**config.mk**
```make
export PLATFORM = sky130hd
export DESIGN_NAME = cpu_muldiv_seq_flat
export DESIGN_NICKNAME = d
export VERILOG_FILES = /design/src/rtl/cpu_muldiv_seq_if.sv /design/src/rtl/cpu_muldiv_seq.sv /design/src/flat_wrapper.sv
export SDC_FILE = /design/constraint.sdc
export NUM_CORES = 1
export LEC_CHECK = 0
export CORE_UTILIZATION = 61
export DETAILED_ROUTE_END_ITERATION = 7
export PLACE_DENSITY = 0.89
export SYNTH_ARGS = -nofsm -noshare
export SYNTH_HDL_FRONTEND = slang
export SYNTH_SLANG_ARGS = --single-unit
```
**constraint.sdc**
```tcl
create_clock -name clk -period 4.1 [get_ports clk]
set_input_delay 0.41 -clock clk [delete_from_list [all_inputs] [get_ports clk]]
set_output_delay 0.41 -clock clk [all_outputs]
set_load 0.01 [all_outputs]
```
**src/rtl/cpu_muldiv_seq_if.sv**
```systemverilog
// Request/response bundle between the matiz decoder and the RV32M mul/div sequencer.
// The CPU side drives requests and flush; the sequencer returns results and status.
interface cpu_muldiv_seq_if #(
    parameter int unsigned XLEN = 32
);
    logic            in_valid;
    logic            in_ready;
    logic [2:0]      in_funct3;
    logic [XLEN-1:0] in_a;
    logic [XLEN-1:0] in_b;
    logic            flush;
    logic            out_valid;
    logic            out_ready;
    logic [XLEN-1:0] out_result;
    logic            busy;

    modport master (
        output in_valid, in_funct3, in_a, in_b, flush, out_ready,
        input  in_ready, out_valid, out_result, busy
    );

    modport slave (
        input  in_valid, in_funct3, in_a, in_b, flush, out_ready,
        output in_ready, out_valid, out_result, busy
    );
endinterface

```
**src/rtl/cpu_muldiv_seq.sv**
```systemverilog
// RV32M multi-cycle sequencer: 32-step shift-add multiply / restoring divide on
// operand magnitudes, with sign fix-up and fixed results for div-by-zero and overflow.
module cpu_muldiv_seq #(
    parameter int unsigned XLEN = 32
) (
    input  logic               clk,
    input  logic               rst,
    cpu_muldiv_seq_if.slave    bus
);
    localparam int unsigned W  = XLEN;
    localparam int unsigned W1 = W + 1;
    localparam int unsigned W2 = 2 * W;

    localparam logic [2:0] F_MUL    = 3'd0;
    localparam logic [2:0] F_MULH   = 3'd1;
    localparam logic [2:0] F_MULHSU = 3'd2;
    localparam logic [2:0] F_DIV    = 3'd4;
    localparam logic [2:0] F_REM    = 3'd6;

    localparam logic [W-1:0] INT_MIN = {1'b1, {(W-1){1'b0}}};

    typedef enum logic [1:0] {
        S_IDLE,
        S_BUSY,
        S_FIX,
        S_DONE
    } state_t;

    state_t         state;
    logic [4:0]     cnt;
    logic [2:0]     funct3_q;
    logic           neg_q;
    logic [W-1:0]   b_mag_q;
    logic [W-1:0]   acc;      // product hi / division remainder
    logic [W-1:0]   lo;       // product lo / division quotient
    logic           in_ready_q;
    logic           out_valid_q;
    logic           busy_q;
    logic [W-1:0]   out_result_q;

    assign bus.in_ready   = in_ready_q;
    assign bus.out_valid  = out_valid_q;
    assign bus.busy       = busy_q;
    assign bus.out_result = out_result_q;

    // Accept-time decode: operand magnitudes, result sign, special cases
    logic           a_signed_c, b_signed_c, a_neg_c, b_neg_c, res_neg_c;
    logic [W-1:0]   a_mag_c, b_mag_c, special_res_c;
    logic           is_div_c, div_zero_c, overflow_c;

    always_comb begin
        a_signed_c    = 1'b0;
        b_signed_c    = 1'b0;
        a_neg_c       = 1'b0;
        b_neg_c       = 1'b0;
        res_neg_c     = 1'b0;
        a_mag_c       = bus.in_a;
        b_mag_c       = bus.in_b;
        special_res_c = '0;
        is_div_c      = bus.in_funct3[2];

        a_signed_c = (bus.in_funct3 == F_MULH) || (bus.in_funct3 == F_MULHSU) ||
                     (bus.in_funct3 == F_DIV)  || (bus.in_funct3 == F_REM);
        b_signed_c = (bus.in_funct3 == F_MULH) || (bus.in_funct3 == F_DIV) ||
                     (bus.in_funct3 == F_REM);
        a_neg_c = a_signed_c && bus.in_a[W-1];
        b_neg_c = b_signed_c && bus.in_b[W-1];
        if (a_neg_c) a_mag_c = W'(0) - bus.in_a;
        if (b_neg_c) b_mag_c = W'(0) - bus.in_b;

        // Remainder follows the dividend; everything else is the xor of signs
        if (is_div_c && bus.in_funct3[1]) res_neg_c = a_neg_c;
        else                              res_neg_c = a_neg_c ^ b_neg_c;

        div_zero_c = is_div_c && (bus.in_b == '0);
        overflow_c = is_div_c && !bus.in_funct3[0] &&
                     (bus.in_a == INT_MIN) && (bus.in_b == '1);

        if (div_zero_c)      special_res_c = bus.in_funct3[1] ? bus.in_a : '1;
        else if (overflow_c) special_res_c = bus.in_funct3[1] ? '0 : INT_MIN;
    end

    // One iteration step of each datapath
    logic [W1-1:0]  mul_sum_c, div_shift_c, div_sub_c;
    logic           div_ge_c;

    always_comb begin
        mul_sum_c   = {1'b0, acc} + (lo[0] ? {1'b0, b_mag_q} : W1'(0));
        div_shift_c = {acc, lo[W-1]};
        div_sub_c   = div_shift_c - {1'b0, b_mag_q};
        div_ge_c    = div_shift_c >= {1'b0, b_mag_q};
    end

    // Sign fix-up and result selection
    logic [W2-1:0]  prod_c;
    logic [W-1:0]   fix_res_c;

    always_comb begin
        prod_c    = {acc, lo};
        fix_res_c = '0;
        if (neg_q) prod_c = W2'(0) - prod_c;
        if (funct3_q[2]) begin
            if (funct3_q[1]) fix_res_c = neg_q ? W'(0) - acc : acc;
            else             fix_res_c = neg_q ? W'(0) - lo  : lo;
        end else begin
            fix_res_c = (funct3_q == F_MUL) ? prod_c[W-1:0] : prod_c[W2-1:W];
        end
    end

    // Sequencer state, datapath registers and registered outputs
    always_ff @(posedge clk) begin
        if (rst) begin
            state        <= S_IDLE;
            cnt          <= '0;
            funct3_q     <= '0;
            neg_q        <= 1'b0;
            b_mag_q      <= '0;
            acc          <= '0;
            lo           <= '0;
            in_ready_q   <= 1'b1;
            out_valid_q  <= 1'b0;
            busy_q       <= 1'b0;
            out_result_q <= '0;
        end else if (bus.flush) begin
            state       <= S_IDLE;
            cnt         <= '0;
            in_ready_q  <= 1'b1;
            out_valid_q <= 1'b0;
            busy_q      <= 1'b0;
        end else begin
            case (state)
                S_IDLE: begin
                    if (bus.in_valid) begin
                        funct3_q   <= bus.in_funct3;
                        neg_q      <= res_neg_c;
                        b_mag_q    <= b_mag_c;
                        in_ready_q <= 1'b0;
                        if (div_zero_c || overflow_c) begin
                            out_result_q <= special_res_c;
                            out_valid_q  <= 1'b1;
                            state        <= S_DONE;
                        end else begin
                            acc    <= '0;
                            lo     <= a_mag_c;
                            cnt    <= '0;
                            busy_q <= 1'b1;
                            state  <= S_BUSY;
                        end
                    end
                end
                S_BUSY: begin
                    if (funct3_q[2]) begin
                        acc <= div_ge_c ? div_sub_c[W-1:0] : div_shift_c[W-1:0];
                        lo  <= {lo[W-2:0], div_ge_c};
                    end else begin
                        acc <= mul_sum_c[W:1];
                        lo  <= {mul_sum_c[0], lo[W-1:1]};
                    end
                    cnt <= cnt + 5'd1;
                    if (cnt == 5'd31) state <= S_FIX;
                end
                S_FIX: begin
                    out_result_q <= fix_res_c;
                    out_valid_q  <= 1'b1;
                    busy_q       <= 1'b0;
                    state        <= S_DONE;
                end
                S_DONE: begin
                    if (bus.out_ready) begin
                        out_valid_q <= 1'b0;
                        in_ready_q  <= 1'b1;
                        state       <= S_IDLE;
                    end
                end
                default: state <= S_IDLE;
            endcase
        end
    end
endmodule

```
**src/flat_wrapper.sv**
```systemverilog
// flat-port wrapper written by rule: the top's interface ports become plain ports
module cpu_muldiv_seq_flat 
#(
    parameter int unsigned XLEN = 32
)
  (clk, rst, bus_in_valid, bus_in_funct3, bus_in_a, bus_in_b, bus_flush, bus_out_ready, bus_in_ready, bus_out_valid, bus_out_result, bus_busy);
  cpu_muldiv_seq_if #(.XLEN(XLEN)) bus_i ();
  input  logic clk;
  input  logic rst;
  input wire logic [$bits(bus_i.in_valid)-1:0] bus_in_valid;
  input wire logic [$bits(bus_i.in_funct3)-1:0] bus_in_funct3;
  input wire logic [$bits(bus_i.in_a)-1:0] bus_in_a;
  input wire logic [$bits(bus_i.in_b)-1:0] bus_in_b;
  input wire logic [$bits(bus_i.flush)-1:0] bus_flush;
  input wire logic [$bits(bus_i.out_ready)-1:0] bus_out_ready;
  output wire logic [$bits(bus_i.in_ready)-1:0] bus_in_ready;
  output wire logic [$bits(bus_i.out_valid)-1:0] bus_out_valid;
  output wire logic [$bits(bus_i.out_result)-1:0] bus_out_result;
  output wire logic [$bits(bus_i.busy)-1:0] bus_busy;
  assign bus_i.in_valid = bus_in_valid;
  assign bus_i.in_funct3 = bus_in_funct3;
  assign bus_i.in_a = bus_in_a;
  assign bus_i.in_b = bus_in_b;
  assign bus_i.flush = bus_flush;
  assign bus_i.out_ready = bus_out_ready;
  assign bus_in_ready = bus_i.in_ready;
  assign bus_out_valid = bus_i.out_valid;
  assign bus_out_result = bus_i.out_result;
  assign bus_busy = bus_i.busy;
  cpu_muldiv_seq #(.XLEN(XLEN)) u_core (.clk(clk), .rst(rst), .bus(bus_i));
endmodule
```
# Word-level counts from Yosys, hierarchy flattened
# Cells that the tools add are included.
[word_totals]
elab_cells = 111
input_bits = 72
register_bits = 142
out_inout_bits = 35
[op_classes]
n_reduce_logical = 30
order_cmp = 1
n_eq_ne = 15
bitwise_logic = 2
n_addsub = 8
mux = 44
[op_table]
columns = ["cell", "count"]
rows = [
  ["$mux 32", 21],
  ["$pmux 32 s2", 3],
  ["$sub 1x32->32 const A", 4],
  ["$eq 32x32->1 const B", 2],
  ["$mux 64", 1],
  ["$sub 1x64->64 const A", 1],
  ["$add 32x32->33", 1],
  ["$ge 33x32->1", 1],
  ["$logic_not 32->1", 1],
  ["$sub 32x32->32", 1],
  ["$reduce_and 3->1", 5],
  ["$reduce_and 4->1", 3],
  ["$mux 5", 2],
  ["$pmux 5 s2", 1],
  ["$mux 1", 8],
  ["$mux 2", 4],
  ["$pmux 2 s4", 1],
  ["$logic_and 1x1->1", 7],
  ["$eq 3x3->1 const B", 2],
  ["$logic_or 1x1->1", 6],
  ["$ne 2x2->1 const B", 3],
  ["$reduce_bool 2->1", 3],
  ["$add 5x1->5 const B", 1],
  ["$eq 5x5->1 const B", 1],
  ["other kinds (14)", 17],
]

# Depth between registers and ports, before layout
[logic_depth]
ltp_word = 9
mapped_depth = 13
depth_no_buf = 13

# Worst setup path after synthesis
# Ideal clock, no wire load.
[synth_timing]
path_kind = "register -> register"
start = "register u_core.lo[31]"
end = "register u_core.acc[26]"
arrival_time_ps = 3020
period_less_slack_ps = 3144
stages_incl_launch_ff = 14
slack_ps = 956
required_ps = 3976
path_buffers = 0
setup_ps = 124
cell_sequence = "dfxtp_1 -> inv_1 -> ha_1 -> inv_1 -> fa_1 -> a21o_1 -> a221oi_1 -> o2bb2ai_1 -> o21ai_0 -> a211oi_1 -> o211ai_1 -> nand2_1 -> xnor2_1 -> a2111o_1"
[synth_via]
elab_chain_len = 4
word_cells_on_any_way = 5
cone_classes = "add/sub (1); order compare (1); mux (3)"
[synth_lines]
columns = ["item", "line", "rtl"]
rows = [
  ["from (decl)", "cpu_muldiv_seq.sv:35", "logic [W-1:0] lo;"],
  ["from (signal assigned)", "cpu_muldiv_seq.sv:144", "lo <= a_mag_c;"],
  ["from (signal assigned)", "cpu_muldiv_seq.sv:154", "lo <= {lo[W-2:0], div_ge_c};"],
  ["from (signal assigned)", "cpu_muldiv_seq.sv:157", "lo <= {mul_sum_c[0], lo[W-1:1]};"],
  ["$sub 32x32->32 or $ge 33x32->1 (tied branches)", "cpu_muldiv_seq.sv:90, cpu_muldiv_seq.sv:91", ""],
  ["$mux 32 (*)", "cpu_muldiv_seq.sv:153", "acc <= div_ge_c ? div_sub_c[W-1:0] : div_shift_c[W-1:0];"],
  ["$mux 32 (*)", "cpu_muldiv_seq.sv:152", "if (funct3_q[2]) begin"],
  ["$pmux 32 s2 (*)", "cpu_muldiv_seq.sv:131", "case (state)"],
  ["to (signal assigned)", "cpu_muldiv_seq.sv:153", ""],
  ["to (signal assigned)", "cpu_muldiv_seq.sv:156", "acc <= mul_sum_c[W:1];"],
  ["to (decl)", "cpu_muldiv_seq.sv:34", "logic [W-1:0] acc;"],
]
# Every way passes the cells marked *; elsewhere a longest branch is shown, timed or not.
# A chain may end at the register's enable or synchronous reset.

# Worst setup path in the final report
[layout_timing]
start = "register u_core.lo[0]"
end = "register u_core.acc[30]"
[layout_via]
elab_chain_len = 4
[layout_lines]
columns = ["item", "line", "rtl"]
rows = [
  ["$mux 32", "cpu_muldiv_seq.sv:88", "mul_sum_c = {1'b0, acc} + (lo[0] ? {1'b0, b_mag_q} : W1'(0));"],
  ["$add 32x32->33", "cpu_muldiv_seq.sv:88", ""],
  ["$mux 32", "cpu_muldiv_seq.sv:152", ""],
  ["$pmux 32 s2", "cpu_muldiv_seq.sv:131", ""],
]
# Every way passes these cells.

==> summary.txt <==
Status
  • Status: complete, no violations

Detailed routing
  • Vias: 16400
  • ANT nets after route: 0
  • Vias/cell: between 6 and 7
  • Wire per inst: between 20 and 25 um
  • DRC: 0
  • Initial DRC Count: around 2300
  • First-pass detailed-route iteration total: 6
  • Total wire length: between 50000 and 60000 um

Setup path
  • Most frequent CP cell: o21ai_0
  • Worst-path cell chain: inv_1 > nor2_1 > ha_1 > o21ai_0 > o21ai_0 > nand3_1 > o31ai_1 > o21ai_0 > o21bai_1 > buf_4 > a21oi_1 > a31oi_1 > o211ai_1
  • Crit path max fanout: 12
  • Largest stage delay, worst path: just under 0.6 ns
  • Arrival @ worst endpoint: about 4.2 ns
  • CP Data Required Time: approximately 4.4 ns
  • CP endpoint kind: register
  • CP startpoint kind: register
  • Setup CP Type: register to register
  • R2R depth: 13
  • CP max stage cell: o31ai_1

Global route
  • Grt ovf: 0
  • Antenna violations before repair: 0
  • Vias in the first global route: ~15000
  • Pin count of the biggest net entering global routing: 94
  • First-pass GRT wire length: roughly 83000 um
  • All-Layer GR Usage: between 40% and 50%

Power and ir drop
  • Overall power: 4350 uW
  • Lkg Pwr: 0.00623 uW
  • Power Dens Cells: between 200 and 300 nW/um^2
  • VDD IR max: around 0.23 mV

Finish
  • Layout area overhead: 13.9%
  • # diodes: 0
  • Layout cells sized above 1: between 7 and 8%
  • Fin area: approximately 16000 um^2
  • Layout Nets: about 2200
  • FILL cells: between 2000 and 2500
  • Finished Core Util: between 70% and 80%

Placed design
  • Post-DP HPWL: about 41000 um
  • Dpl cell area: roughly 16000 um^2
  • PortBufs: approximately 110
  • Routability cong.: approximately 1

Yosys
  • Multiplexer share of the synthesized area: ~3.8%
  • Asr flop ratio synth: 0%
  • Simple-Gate Fraction of Synth Area: approximately 22%
  • Post-synth EDFFs: 0
  • Synth Warn #: 0
  • Xor and xnor area share after synthesis: about a tenth
  • Avg Cell Area, Syn: between 7 and 8 um^2
  • Largest family of logic cells by synthesized area: compound AO/OA/AOI/OAI gates
  • Mapped Area: about 14000 um^2
  • Register area share after synthesis: 19.6%
  • Synth Register Bits: roughly 140
  • Most used DFF post-synth: dfxtp_1
  • Cells after synthesis: between 2000 and 2500
  • Synth Area in Adders: slightly below 7%
  • Post-Synthesis Net Count: about 2200
  • Compound-Gate Fraction of Synth Area: 31.3%
  • Netlist cell types: between 90 and 100

Min path
  • Worst Hold Depth: 2
  • Worst Hold Class: input port to register

Clocking
  • Clock Tree Root: clkbuf_16
  • CTS clk-pin slew, worst paths: roughly 0.08 ns
  • Worst skew pair latency: about 0.45 ns
  • CTS Buffer Depth: 2
  • Post-CTS setup buffer count: 0
  • # resized after CTS: 0
  • CTS tree: built
  • H-tree lvl count: 4
  • CTS sink cnt: around 140
  • Post-cts hold buffer count: 0
  • Num CTS Buffers: 17

Floorplan
  • Chip width: about 160 um
  • DIE AREA: 24400 um^2
  • Initial core utilization: about three fifths
  • Die Y: 156 um
  • # IOs: 107
  • Total core area: approximately 23000 um^2
  • Row count: 56

STA
  • Slew @ Worst Pin: around 1.1 ns
  • Final Cycle Share: between 90% and 100%
  • Pins over their slew limit: 0
  • Max-slew headroom: between 20% and 30%
  • Final setup fails: 0
  • Clk_skew: about 0.025 ns
  • Final hold viol count: 0
  • Fmax achieved: approximately 260 MHz
  • Setup TNS: 0 ns
  • Tmin final: a little under 4 ns
  • RSZ-0062 raised after global routing: no

Flow run
  • Max_cap viols: 0
[stage by stage]
| step | instances | hold WS, ns | worst slack [ns] |
|---|---|---|---|
| floorplan | 2004 | 0.432 | 0.956 |
| global placement | 2347 | 0.445 | 0.326 |
| detailed placement | 2347 | 0.456 | 0.218 |
| CTS | 2379 | 0.235 | 0.456 |
| global route | 2379 | 0.243 | 0.0630 |
| finish | 2379 | 0.242 | 0.205 |
[registers in the layout, summed over array words and instances, names as in the netlist]
| name | cells |
|---|---|
| u_core.b_mag_q | 32 |
| u_core.acc | 32 |
| u_core.cnt | 5 |
| u_core.funct3_q | 3 |
| u_core.bus.in_ready | 1 |
| u_core.lo | 32 |
| u_core.neg_q | 1 |
| u_core.state | 2 |
| u_core.bus.out_valid | 1 |
| u_core.bus.out_result | 32 |
| u_core.bus.busy | 1 |
[cells in the mapped netlist, types with 7 or more instances]
| master | instances | share of area, % |
|---|---|---|
| nand2_1 | 177 | 4.6 |
| a31oi_1 | 23 | 0.99 |
| nor4_1 | 19 | 0.82 |
| a22oi_1 | 27 | 1.4 |
| o21bai_1 | 9 | 0.47 |
| nor2_1 | 217 | 5.6 |
| a41oi_1 | 7 | 0.42 |
| xor2_1 | 71 | 4.3 |
| clkbuf_1 | 119 | 3.1 |
| o22ai_1 | 12 | 0.52 |
| o21ai_1 | 22 | 0.76 |
| nand3_1 | 38 | 1.3 |
| o21a_1 | 12 | 0.62 |
| a221o_1 | 10 | 0.69 |
| o211ai_1 | 50 | 2.6 |
| or2_2 | 7 | 0.30 |
| o41ai_1 | 16 | 0.97 |
| a211oi_1 | 47 | 2.4 |
| a311oi_1 | 19 | 1.1 |
| xnor2_1 | 100 | 6.0 |
| nand4_1 | 23 | 0.99 |
| inv_1 | 75 | 1.9 |
| a21o_1 | 36 | 1.9 |
| o221ai_1 | 9 | 0.54 |
| nand2b_1 | 20 | 0.86 |
| mux2i_1 | 49 | 3.4 |
| nor3_1 | 41 | 1.4 |
| buf_2 | 15 | 0.52 |
| and3_1 | 14 | 0.60 |
| or3_1 | 22 | 0.95 |
| o31ai_1 | 22 | 1.1 |
| and2_1 | 9 | 0.39 |
| a21oi_1 | 153 | 5.3 |
| o21ai_0 | 139 | 4.8 |
| nor2b_1 | 10 | 0.43 |
| ha_1 | 75 | 6.5 |
| buf_1 | 7 | 0.18 |
| dfxtp_1 | 142 | 20 |
| or4_1 | 17 | 0.88 |
[worst paths after layout]
| kind | from | end | slack, ns |
|---|---|---|---|
| max | u_core.lo[0] | u_core.acc[30] | 0.20 |
| min | rst | u_core.lo[25] | 0.24 |
| max reg2reg | u_core.lo[0] | u_core.acc[30] | 0.20 |
| min reg2reg | u_core.b_mag_q[31] | u_core.b_mag_q[31] | 0.47 |
[critical path: cells and delay by family, from the launching register on]
kind                       cells  cell delay [ns]
buffers and inverters          2             0.56
adders and majority gates      1             0.36
and+or+nand+nor                2             0.29
DFF                            1             0.36
AOI/OAI and AO/OA              8             2.18
[cells in the final DEF, fill, tap and decap left out, types with 49 or more instances in the layout]
| master | synthesis | routed |
|---|---|---|
| inv_1 | 75 | 75 |
| clkdlybuf4s50_1 | 0 | 105 |
| dfxtp_1 | 142 | 140 |
| xor2_1 | 71 | 71 |
| a21oi_1 | 153 | 153 |
| buf_4 | 1 | 60 |
| nor2_1 | 217 | 214 |
| o211ai_1 | 50 | 50 |
| nand2_1 | 177 | 177 |
| o21ai_0 | 139 | 138 |
| mux2i_1 | 49 | 49 |
| ha_1 | 75 | 74 |
| xnor2_1 | 100 | 100 |
[power by group]
group / total [uW] / internal [uW] / switching [uW] / leakage [uW]
registers: 1500 / 1430 / 76.7 / 0.00115
clock network: 1640 / 872 / 767 / 0.000294
logic: 1210 / 458 / 751 / 0.00478
total: 4350 / 2760 / 1600 / 0.00623
[per-layer routing]
layer  vias up  track usage (%)  part of all wire (%)
met5         -                0                     0
met4         0             18.3                   4.0
met3       163             10.1                    12
met2      1074             65.8                    43
met1      7681             59.9                    41
li1       7486                -                     -
[kinds of logic after synthesis]
group / after synthesis
DFF: 142
muxes: 54
xor gates and xnor gates: 171
AOI/OAI and AO/OA: 682
adders and majority gates: 77
and+or+nand+nor: 657
buffers and inverters: 221
[layout make-up]
type | instances | area, um^2 | share of cell area [%]
multi-input combinational | 1641 | 10800 | 65.5
sequential | 142 | 2850 | 17.2
timing repair buffer | 168 | 1560 | 9.47
clock buffer | 17 | 425 | 2.58
tap | 319 | 399 | 2.42
inverter | 77 | 289 | 1.75
clock inverter | 15 | 166 | 1.01
Note: power is estimated with default switching activity, not from simulation.
